<file path="src/rtl/csr_unit.sv">
// csr_unit: machine-mode CSR file for a single-hart RV32 core.
//
// Implements the ID registers, mstatus/mstatush, misa, mie/mip, mtvec,
// mcountinhibit, mscratch, mepc, mcause, mtval and the 64-bit mcycle and
// minstret counters. An access is accepted in one cycle and answered on the
// next (csr_rvalid/csr_rdata/csr_illegal). Trap entry and mret update
// mstatus/mepc/mcause/mtval directly and take priority over software writes.
//
// Ports:
//   clk, rst_n                 clock, synchronous active-low reset
//   csr_valid, csr_addr,       access request: address, op (01 RW, 10 RS,
//   csr_op, csr_nowrite,       11 RC, 00 none), write suppression, operand
//   csr_wdata
//   csr_rdata, csr_rvalid,     registered response, pulse one cycle later
//   csr_illegal
//   instr_retire               one instruction retired this cycle
//   trap_valid, trap_cause,    trap entry with cause, faulting pc and tval
//   trap_pc, trap_val
//   mret                       return from trap
//   irq_ext, irq_timer, irq_sw interrupt lines (mip bits 11, 7, 3)
//   mtvec_o, mepc_o            current mtvec and mepc
//   irq_pending                enabled interrupt pending and mstatus.MIE set
module csr_unit #(
    parameter int          XLEN      = 32,
    parameter logic [31:0] VENDOR_ID = 32'h0,
    parameter logic [31:0] ARCH_ID   = 32'h0,
    parameter logic [31:0] IMP_ID    = 32'h0,
    parameter logic [31:0] HART_ID   = 32'h0,
    parameter logic [31:0] MISA_VAL  = 32'h40000100,
    parameter logic [31:0] MIE_MASK  = 32'h00000888
) (
    input  logic            clk,
    input  logic            rst_n,
    input  logic            csr_valid,
    input  logic [11:0]     csr_addr,
    input  logic [1:0]      csr_op,
    input  logic            csr_nowrite,
    input  logic [XLEN-1:0] csr_wdata,
    output logic [XLEN-1:0] csr_rdata,
    output logic            csr_rvalid,
    output logic            csr_illegal,
    input  logic            instr_retire,
    input  logic            trap_valid,
    input  logic [XLEN-1:0] trap_cause,
    input  logic [XLEN-1:0] trap_pc,
    input  logic [XLEN-1:0] trap_val,
    input  logic            mret,
    input  logic            irq_ext,
    input  logic            irq_timer,
    input  logic            irq_sw,
    output logic [XLEN-1:0] mtvec_o,
    output logic [XLEN-1:0] mepc_o,
    output logic            irq_pending
);

    logic            mstatus_mie;
    logic            mstatus_mpie;
    logic [XLEN-1:0] mie_q;
    logic [XLEN-1:0] mtvec_q;
    logic [XLEN-1:0] mscratch_q;
    logic [XLEN-1:0] mepc_q;
    logic [XLEN-1:0] mcause_q;
    logic [XLEN-1:0] mtval_q;
    logic            inhibit_cy;
    logic            inhibit_ir;
    logic [63:0]     mcycle_q;
    logic [63:0]     minstret_q;

    logic [XLEN-1:0] mstatus_rd;
    logic [XLEN-1:0] mip_rd;
    logic [XLEN-1:0] rd_val;
    logic [XLEN-1:0] wval;
    logic            mapped;
    logic            req;
    logic            wr_req;
    logic            illegal;
    logic            sw_we;
    logic [63:0]     cycle_inc;
    logic [63:0]     instret_inc;

    // MPP is hardwired to machine mode (2'b11).
    assign mstatus_rd = {19'b0, 2'b11, 3'b0, mstatus_mpie, 3'b0, mstatus_mie, 3'b0};
    assign mip_rd     = {20'b0, irq_ext, 3'b0, irq_timer, 3'b0, irq_sw, 3'b0};

    assign mtvec_o     = mtvec_q;
    assign mepc_o      = mepc_q;
    assign irq_pending = (|(mip_rd & mie_q)) & mstatus_mie;

    // Read mux; anything not listed here is an unmapped address.
    always_comb begin
        rd_val = '0;
        mapped = 1'b1;
        case (csr_addr)
            12'hF11: rd_val = VENDOR_ID;
            12'hF12: rd_val = ARCH_ID;
            12'hF13: rd_val = IMP_ID;
            12'hF14: rd_val = HART_ID;
            12'h300: rd_val = mstatus_rd;
            12'h301: rd_val = MISA_VAL;
            12'h304: rd_val = mie_q;
            12'h305: rd_val = mtvec_q;
            12'h310: rd_val = '0;
            12'h320: rd_val = {29'b0, inhibit_ir, 1'b0, inhibit_cy};
            12'h340: rd_val = mscratch_q;
            12'h341: rd_val = mepc_q;
            12'h342: rd_val = mcause_q;
            12'h343: rd_val = mtval_q;
            12'h344: rd_val = mip_rd;
            12'hB00: rd_val = mcycle_q[31:0];
            12'hB80: rd_val = mcycle_q[63:32];
            12'hB02: rd_val = minstret_q[31:0];
            12'hB82: rd_val = minstret_q[63:32];
            12'hB03, 12'hB83, 12'h323: rd_val = '0;
            default: mapped = 1'b0;
        endcase
    end

    always_comb begin
        case (csr_op)
            2'b01:   wval = csr_wdata;
            2'b10:   wval = rd_val | csr_wdata;
            2'b11:   wval = rd_val & ~csr_wdata;
            default: wval = rd_val;
        endcase
    end

    assign req     = csr_valid && (csr_op != 2'b00);
    assign wr_req  = req && !csr_nowrite;
    // addr[11:10]==11 marks the read-only CSR space.
    assign illegal = !mapped || (wr_req && (csr_addr[11:10] == 2'b11));
    // Trap entry and mret own the state this cycle; the access still answers.
    assign sw_we   = wr_req && !illegal && !trap_valid && !mret;

    assign cycle_inc   = mcycle_q + {63'b0, ~inhibit_cy};
    assign instret_inc = minstret_q + {63'b0, instr_retire & ~inhibit_ir};

    // ---- response register and state update (read data is pre-write value) ----
    always_ff @(posedge clk) begin
        if (!rst_n) begin
            csr_rdata    <= '0;
            csr_rvalid   <= 1'b0;
            csr_illegal  <= 1'b0;
            mstatus_mie  <= 1'b0;
            mstatus_mpie <= 1'b0;
            mie_q        <= '0;
            mtvec_q      <= '0;
            mscratch_q   <= '0;
            mepc_q       <= '0;
            mcause_q     <= '0;
            mtval_q      <= '0;
            inhibit_cy   <= 1'b0;
            inhibit_ir   <= 1'b0;
            mcycle_q     <= '0;
            minstret_q   <= '0;
        end else begin
            csr_rvalid  <= req;
            csr_illegal <= req && illegal;
            csr_rdata   <= (req && !illegal) ? rd_val : '0;
            mcycle_q    <= cycle_inc;
            minstret_q  <= instret_inc;

            if (trap_valid) begin
                mepc_q       <= trap_pc & ~32'h3;
                mcause_q     <= trap_cause;
                mtval_q      <= trap_val;
                mstatus_mpie <= mstatus_mie;
                mstatus_mie  <= 1'b0;
            end else if (mret) begin
                mstatus_mie  <= mstatus_mpie;
                mstatus_mpie <= 1'b1;
            end else if (sw_we) begin
                case (csr_addr)
                    12'h300: begin
                        mstatus_mie  <= wval[3];
                        mstatus_mpie <= wval[7];
                    end
                    12'h304: mie_q      <= wval & MIE_MASK;
                    12'h305: mtvec_q    <= wval & ~32'h2;
                    12'h320: begin
                        inhibit_cy <= wval[0];
                        inhibit_ir <= wval[2];
                    end
                    12'h340: mscratch_q <= wval;
                    12'h341: mepc_q     <= wval & ~32'h3;
                    12'h342: mcause_q   <= wval;
                    12'h343: mtval_q    <= wval;
                    // A written half takes the written value; the other half
                    // keeps its normal (possibly incremented) next value.
                    12'hB00: mcycle_q   <= {cycle_inc[63:32], wval};
                    12'hB80: mcycle_q   <= {wval, cycle_inc[31:0]};
                    12'hB02: minstret_q <= {instret_inc[63:32], wval};
                    12'hB82: minstret_q <= {wval, instret_inc[31:0]};
                    default: ;
                endcase
            end
        end
    end

endmodule

</file>
<file path="config.mk">
export PLATFORM = sky130hd
export DESIGN_NAME = csr_unit
export DESIGN_NICKNAME = d
export VERILOG_FILES = /design/src/rtl/csr_unit.sv
export SDC_FILE = /design/constraint.sdc
export NUM_CORES = 1
export LEC_CHECK = 0
export CORE_ASPECT_RATIO = 0.5
export CORE_UTILIZATION = 38
export DETAILED_ROUTE_END_ITERATION = 7
export DONT_BUFFER_PORTS = 1
export HOLD_SLACK_MARGIN = 0.12
export MAX_ROUTING_LAYER = met4
export PLACE_DENSITY_LB_ADDON = 0.12
export SLEW_MARGIN = 20
export SYNTH_ARGS = -nofsm -noshare
export SYNTH_HDL_FRONTEND = slang
export SYNTH_SLANG_ARGS = --single-unit
</file>
<file path="constraint.sdc">
create_clock -name clk -period 2.85 [get_ports clk]
set_input_delay 0.4275 -clock clk [delete_from_list [all_inputs] [get_ports clk]]
set_output_delay 0.4275 -clock clk [all_outputs]
set_load 0.05 [all_outputs]
</file>
* After elaboration in Yosys (flattened, before gate mapping)
Cells that the tools add are included.
Storage, ports and cells: bits in registers 326, input bits 152, output and inout bits 99, word-level logic and storage cells 121
Cells by class: $add $sub $neg 2, eq/ne operators 27, mux-type cells 30, bitwise logic cells 11, reduce and logical (&&, ||, !) cells 36
Operators with widths (count):
- 32-bit case mux with 14 select lines | 1
- 32-bit two-way mux | 12
- 64-bit two-way mux | 6
- 64-bit case mux with 2 select lines | 2
- 12-bit by 10-bit equality test with 1-bit output, second input constant | 12
- 64-bit by 1-bit adder with 64-bit output | 2
- 12-bit equality test, second input constant | 10
- 32-bit case mux with 3 select lines | 1
- 32-bit AND | 1
- 32-bit NOT | 1
- 32-bit OR | 1
- 32-bit OR reduction | 1
- 22-bit OR reduction | 1
- 4-bit AND reduction | 4
- 2-bit nonzero test | 7
- 12-bit AND | 1
- 3-bit AND reduction | 3
- 1-bit logical AND | 8
- 1-bit two-way mux | 8
- 2-bit equality test, second input constant | 3
- 2-bit AND reduction | 3
- 3-bit nonzero test | 2
- 1-bit logical NOT | 5
- 1-bit NOT | 5
- other kinds (5) | 6

* Longest topological paths before layout
depth after elaboration 12, gate-level depth with buffers 11, gate-level depth less buffers 9

* Worst setup path after synthesis
Ideal clock, no wire load.
path kind input-to-reg, from in csr_addr[7], to reg mcycle_q[42], setup time 0.077 ns, arrival time 2.448 ns, required time 2.773 ns, setup slack 0.325 ns, stages on the path 8, path buffers 2, cell sequence buf_6 -> or4b_4 -> or4_4 -> o2111ai_2 -> a2111oi_1 -> or2_1 -> buf_6 -> o22ai_2
Between the ends: longest elaborated chain between the ends 12, elaborated cells on any way between the ends 38, classes of those cells eq/ne (22); mux (7); bitwise (2); reduce/logical (7)
Ends and longest elaborated chain:
- start: declaration | line 35 | input logic [11:0] csr_addr,
- parallel branches: the longest is 9 deep, another holds 64-bit case mux with 2 select lines
- 64-bit two-way mux (*) | line 171 | end else if (sw_we) begin
- 64-bit two-way mux (*) | line 168 | end else if (mret) begin
- 64-bit two-way mux (*) | line 162 | if (trap_valid) begin
- end signal: assignment | line 159 | mcycle_q <= cycle_inc;
- end signal: assignment | line 189 | 12'hB00: mcycle_q <= {cycle_inc[63:32], wval};
- end signal: assignment | line 190 | 12'hB80: mcycle_q <= {wval, cycle_inc[31:0]};
- end: declaration | line 66 | logic [63:0] mcycle_q;
Mark *: on every way between the ends. A chain may end at the register's enable or synchronous reset.

* Final worst setup path
from reg mepc_q[23], in the netlist mepc_o[23], to reg mtval_q[23]
Between the ends: longest elaborated chain between the ends 7, elaborated cells on any way between the ends 8, classes of those cells mux (6); bitwise (2)
Ends and longest elaborated chain:
- start: declaration | line 61 | logic [XLEN-1:0] mepc_q;
- start signal: assignment | line 163 | mepc_q <= trap_pc & ~32'h3;
- start signal: assignment | line 184 | 12'h341: mepc_q <= wval & ~32'h3;
- 32-bit case mux with 14 select lines (*) | line 93 | case (csr_addr)
- 32-bit AND / 32-bit OR (equally long branches) | line 122, 121
- 32-bit case mux with 3 select lines (*) | line 119 | case (csr_op)
- 32-bit two-way mux (*) | line 172 | case (csr_addr)
- 32-bit two-way mux (*) | line 171
- 32-bit two-way mux (*) | line 168
- 32-bit two-way mux (*) | line 162
- end signal: assignment | line 165 | mtval_q <= trap_val;
- end signal: assignment | line 186 | 12'h343: mtval_q <= wval;
- end: declaration | line 63 | logic [XLEN-1:0] mtval_q;
Mark *: on every way between the ends. The rest lies on a longest branch, timed or not. The select of a mux whose other input is x is not followed.

==> impl_metrics.py <==
metrics = {
    "timing": {
        "post-route-min-period_ps": 2850,
        "finalCritPeriodShare": 1.00,
        "slew_headroom": 0.124,
        "fmax_ghz": 0.351,
        "worst_slew_pin_slew_ps": 1310,
        "rsz0062_at_grt": "no",
        "setup_slack_ps": -2.73,
        "setup_viol": 1,
        "skew_ps": 12.7,
        "maxSlewViolCount": 0,
        "hold_viol": 0,
    },
    "detailed_routing": {
        "drc": 0,
        "via_count": 19995,
        "wl_um": 95100,
        "wire_per_inst_um": 30.4,
        "ant_nets": 0,
        "firstDrtPassIters": 8,
        "drt-initial-drc-count": 3085,
        "via_per_inst": 6.40,
    },
    "run_status": {
        "violations": "negative setup slack",
        "status": "complete, but fails checks",
    },
    "cells_and_area": {
        "area_growth_pct": 25.0,
        "post-route-util": 0.485,
        "drive_above_1_share": 0.151,
        "final_area_um2": 22800,
        "fin_nets": 2617,
        "seqCellArea_um2": 6530,
        "fillers": 4612,
        "multiInputGateArea_um2": 10900,
        "final_cells": 3124,
    },
    "power": {
        "switching_power_uw": 2890,
        "pwr-share-clk": 0.455,
        "switching_share": 0.266,
        "vdd_ir_drop_max_mv": 0.328,
        "p_leak_uw": 0.00843,
        "pwr_density_cell_nw_per_um2": 476,
        "pwr-share-comb": 0.110,
        "sequentialPowerShare": 0.435,
        "internal-power_uw": 7990,
    },
    "synthesis": {
        "synth.area.top_cells": "dfxtp_1 36%, o21ai_0 4.8%, nand2_1 4.4%, a21oi_1 4.4%, xnor2_1 4.1%",
        "synth_seq_cells": 326,
        "synth_top_cell_by_area": "dfxtp_1",
        "yosys-top-cells-count": "326 x dfxtp_1, 214 x nand2_1, 176 x o21ai_0, 159 x a21oi_1, 134 x nor2_1",
        "ys_types": 101,
        "syn_avg_cell_area_um2": 8.15,
        "synth.most_common_cell": "dfxtp_1",
        "synth_top_cell_area_share": 0.357,
        "async_flop_share": 0,
        "yosysSeqAreaShare": 0.357,
        "synth_area_um2": 18300,
        "synth_edf_count": 0,
        "yosysWarnings": 0,
        "synthCells": 2243,
        "ys.flop_type": "dfxtp_1",
    },
    "critical_path": {
        "worstSetupPathType": "register to register",
        "cp.arrival_ps": 3280,
        "ff2ff_setup_slack_ps": -3,
        "cp-start-kind": "register",
        "crit_fanout": 4,
        "crit_required_ps": 3270,
        "r2r-end": "mtval_q[23]",
        "reg2reg_depth": 6,
        "rr_startpoint": "mepc_o[23]",
        "end_kind": "register",
    },
    "die": {
        "die_w_um": 312,
        "fp.dieArea_um2": 49000,
        "rows": 56,
        "core-area_um2": 47200,
        "die_h_um": 157,
        "initial_utilization": 0.387,
        "io_pins": 251,
    },
    "clock_network": {
        "post-cts-setup-buffer-count": 0,
        "cts_tree": "done",
        "cts_root_buffer": "clkbuf_16",
        "clock_path_buffers": 3,
        "clock-sinks": 326,
        "numCtsBuffers": 34,
        "path_clk_slew_ps": 70,
        "clkLatencyLatePin_ps": 540,
        "cts_max_level": 2,
    },
    "flow_run": {
        "max_cap_violations": 0,
    },
    "worst_hold_path": {
        "worstHoldPathType": "input pin to register",
        "min_to": "mcause_q[19]",
        "min_from": "trap_cause[19]",
        "min_path_cells": 2,
    },
    "global_routing": {
        "grt_pass1_wl_um": 133000,
        "antenna_found_initial": 2,
        "grt_usage": 0.387,
        "grt_overflow": 0,
        "grt_max_degree": 155,
        "grt_pass1_vias": 18102,
    },
    "placement": {
        "gp_congestion": 1.02,
        "dp_cells": 2932,
        "port_buffers": 0,
        "hpwlAfterDp_um": 70200,
        "place_area_um2": 20300,
    },
}
## metal layers
| metal | vias up | share of wire | GRT usage |
|---|---|---|---|
| li1 | 8763 | - | - |
| met1 | 9909 | 0.44 | 0.541 |
| met2 | 1172 | 0.42 | 0.553 |
| met3 | 151 | 0.12 | 0.0912 |
| met4 | 0 | 0.029 | 0.0999 |
| met5 | - | 0 | - |
## power by group through the flow
stage                     registers (µW)  logic, µW  clock network (µW)
after floorplan                     4880        580                   0
after global placement              4840        948                   0
after detailed placement            4840        953                   0
after CTS                           4730       1150                4960
after global routing                4740       1240                5160
final                               4740       1200                4950
## cell families after synthesis
group                    count (synthesis)  share of synthesized area
AO/OA/AOI/OAI                          646                      0.233
XOR/XNOR                               136                     0.0652
adder cells (fa/ha/maj)                  5                    0.00329
buffers and inverters                  213                     0.0505
flip-flops                             326                      0.357
multiplexers                            76                     0.0449
other                                    1                   0.000205
AND/OR/NAND/NOR                        840                      0.245
## sequential cells by signal, indices dropped and copies added (netlist names), 3 cells and up
name,cells
mie_q,3
mepc_o,30
mtval_q,32
mscratch_q,32
minstret_q,64
csr_rdata,32
mcause_q,32
mtvec_o,31
mcycle_q,64
## per-stage QoR
step | hold WS [ps] | total power (µW) | TNS (ps) | worst slack [ps]
detailed placement | 444 | 5790 | -282 | -62.4
global route | 122 | 11100 | 0 | 0.628
CTS | 121 | 10800 | 0 | 119
floorplan | 431 | 5460 | 0 | 325
finish | 130 | 10900 | -2.73 | -2.73
global placement | 440 | 5780 | -131 | -42.5
## what timing repair did
item,4_1_cts,5_1_grt
endpoints found under the setup margin,0,4
resized for setup,0,3
hold endpoints to repair,223,0
hold buffers,131,0
## layout by cell type (no fill, tap or decap), types with 17 or more instances in the layout
master / n
dfxtp_1: 326
buf_4: 224
nand2_1: 214
o21ai_0: 176
a21oi_1: 158
nor2_1: 133
nand3_1: 131
dlygate4sd3_1: 129
nand4_1: 94
xnor2_1: 86
nor3_1: 60
mux2i_1: 55
xor2_1: 50
a22oi_1: 43
clkbuf_16: 37
and4_1: 36
a211o_1: 33
a211oi_1: 30
o22ai_1: 29
and2_1: 28
and3_1: 26
nor4_1: 24
inv_1: 22
mux2_2: 18
or3_1: 17
## worst max-delay path by stage
stage / cells past startpoint / to / start / slack [ps]
after floorplan: 8 / mcycle_q[42] / csr_addr[7] / 330
after global placement: 9 / minstret_q[40] / csr_addr[6] / -40
after detailed placement: 9 / mcycle_q[8] / csr_addr[6] / -60
after CTS: 6 / mtval_q[23] / mepc_o[23] / 120
after global routing: 10 / mcycle_q[60] / inhibit_cy / 0.6
final: 6 / mtval_q[23] / mepc_o[23] / -3
## layout make-up
class                           instances  area share
Timing Repair Buffer                  369       0.144
Antenna cell                            2    0.000219
Clock buffer                           55      0.0474
Multi-Input combinational cell       1706       0.479
Tap cell                              638      0.0349
Clock inverter                          4     0.00427
Sequential cell                       326       0.286
Inverter                               24     0.00394
## worst max-delay path: stages, from the launching register on
cell and delay (ps):
dfxtp_1 490, mux2i_1 580, o211ai_2 190, o31ai_2 600, a211o_1 220, a21oi_1 50
dlygate4sd3_1 600
No activity file was read; power rests on OpenSTA's default activity.
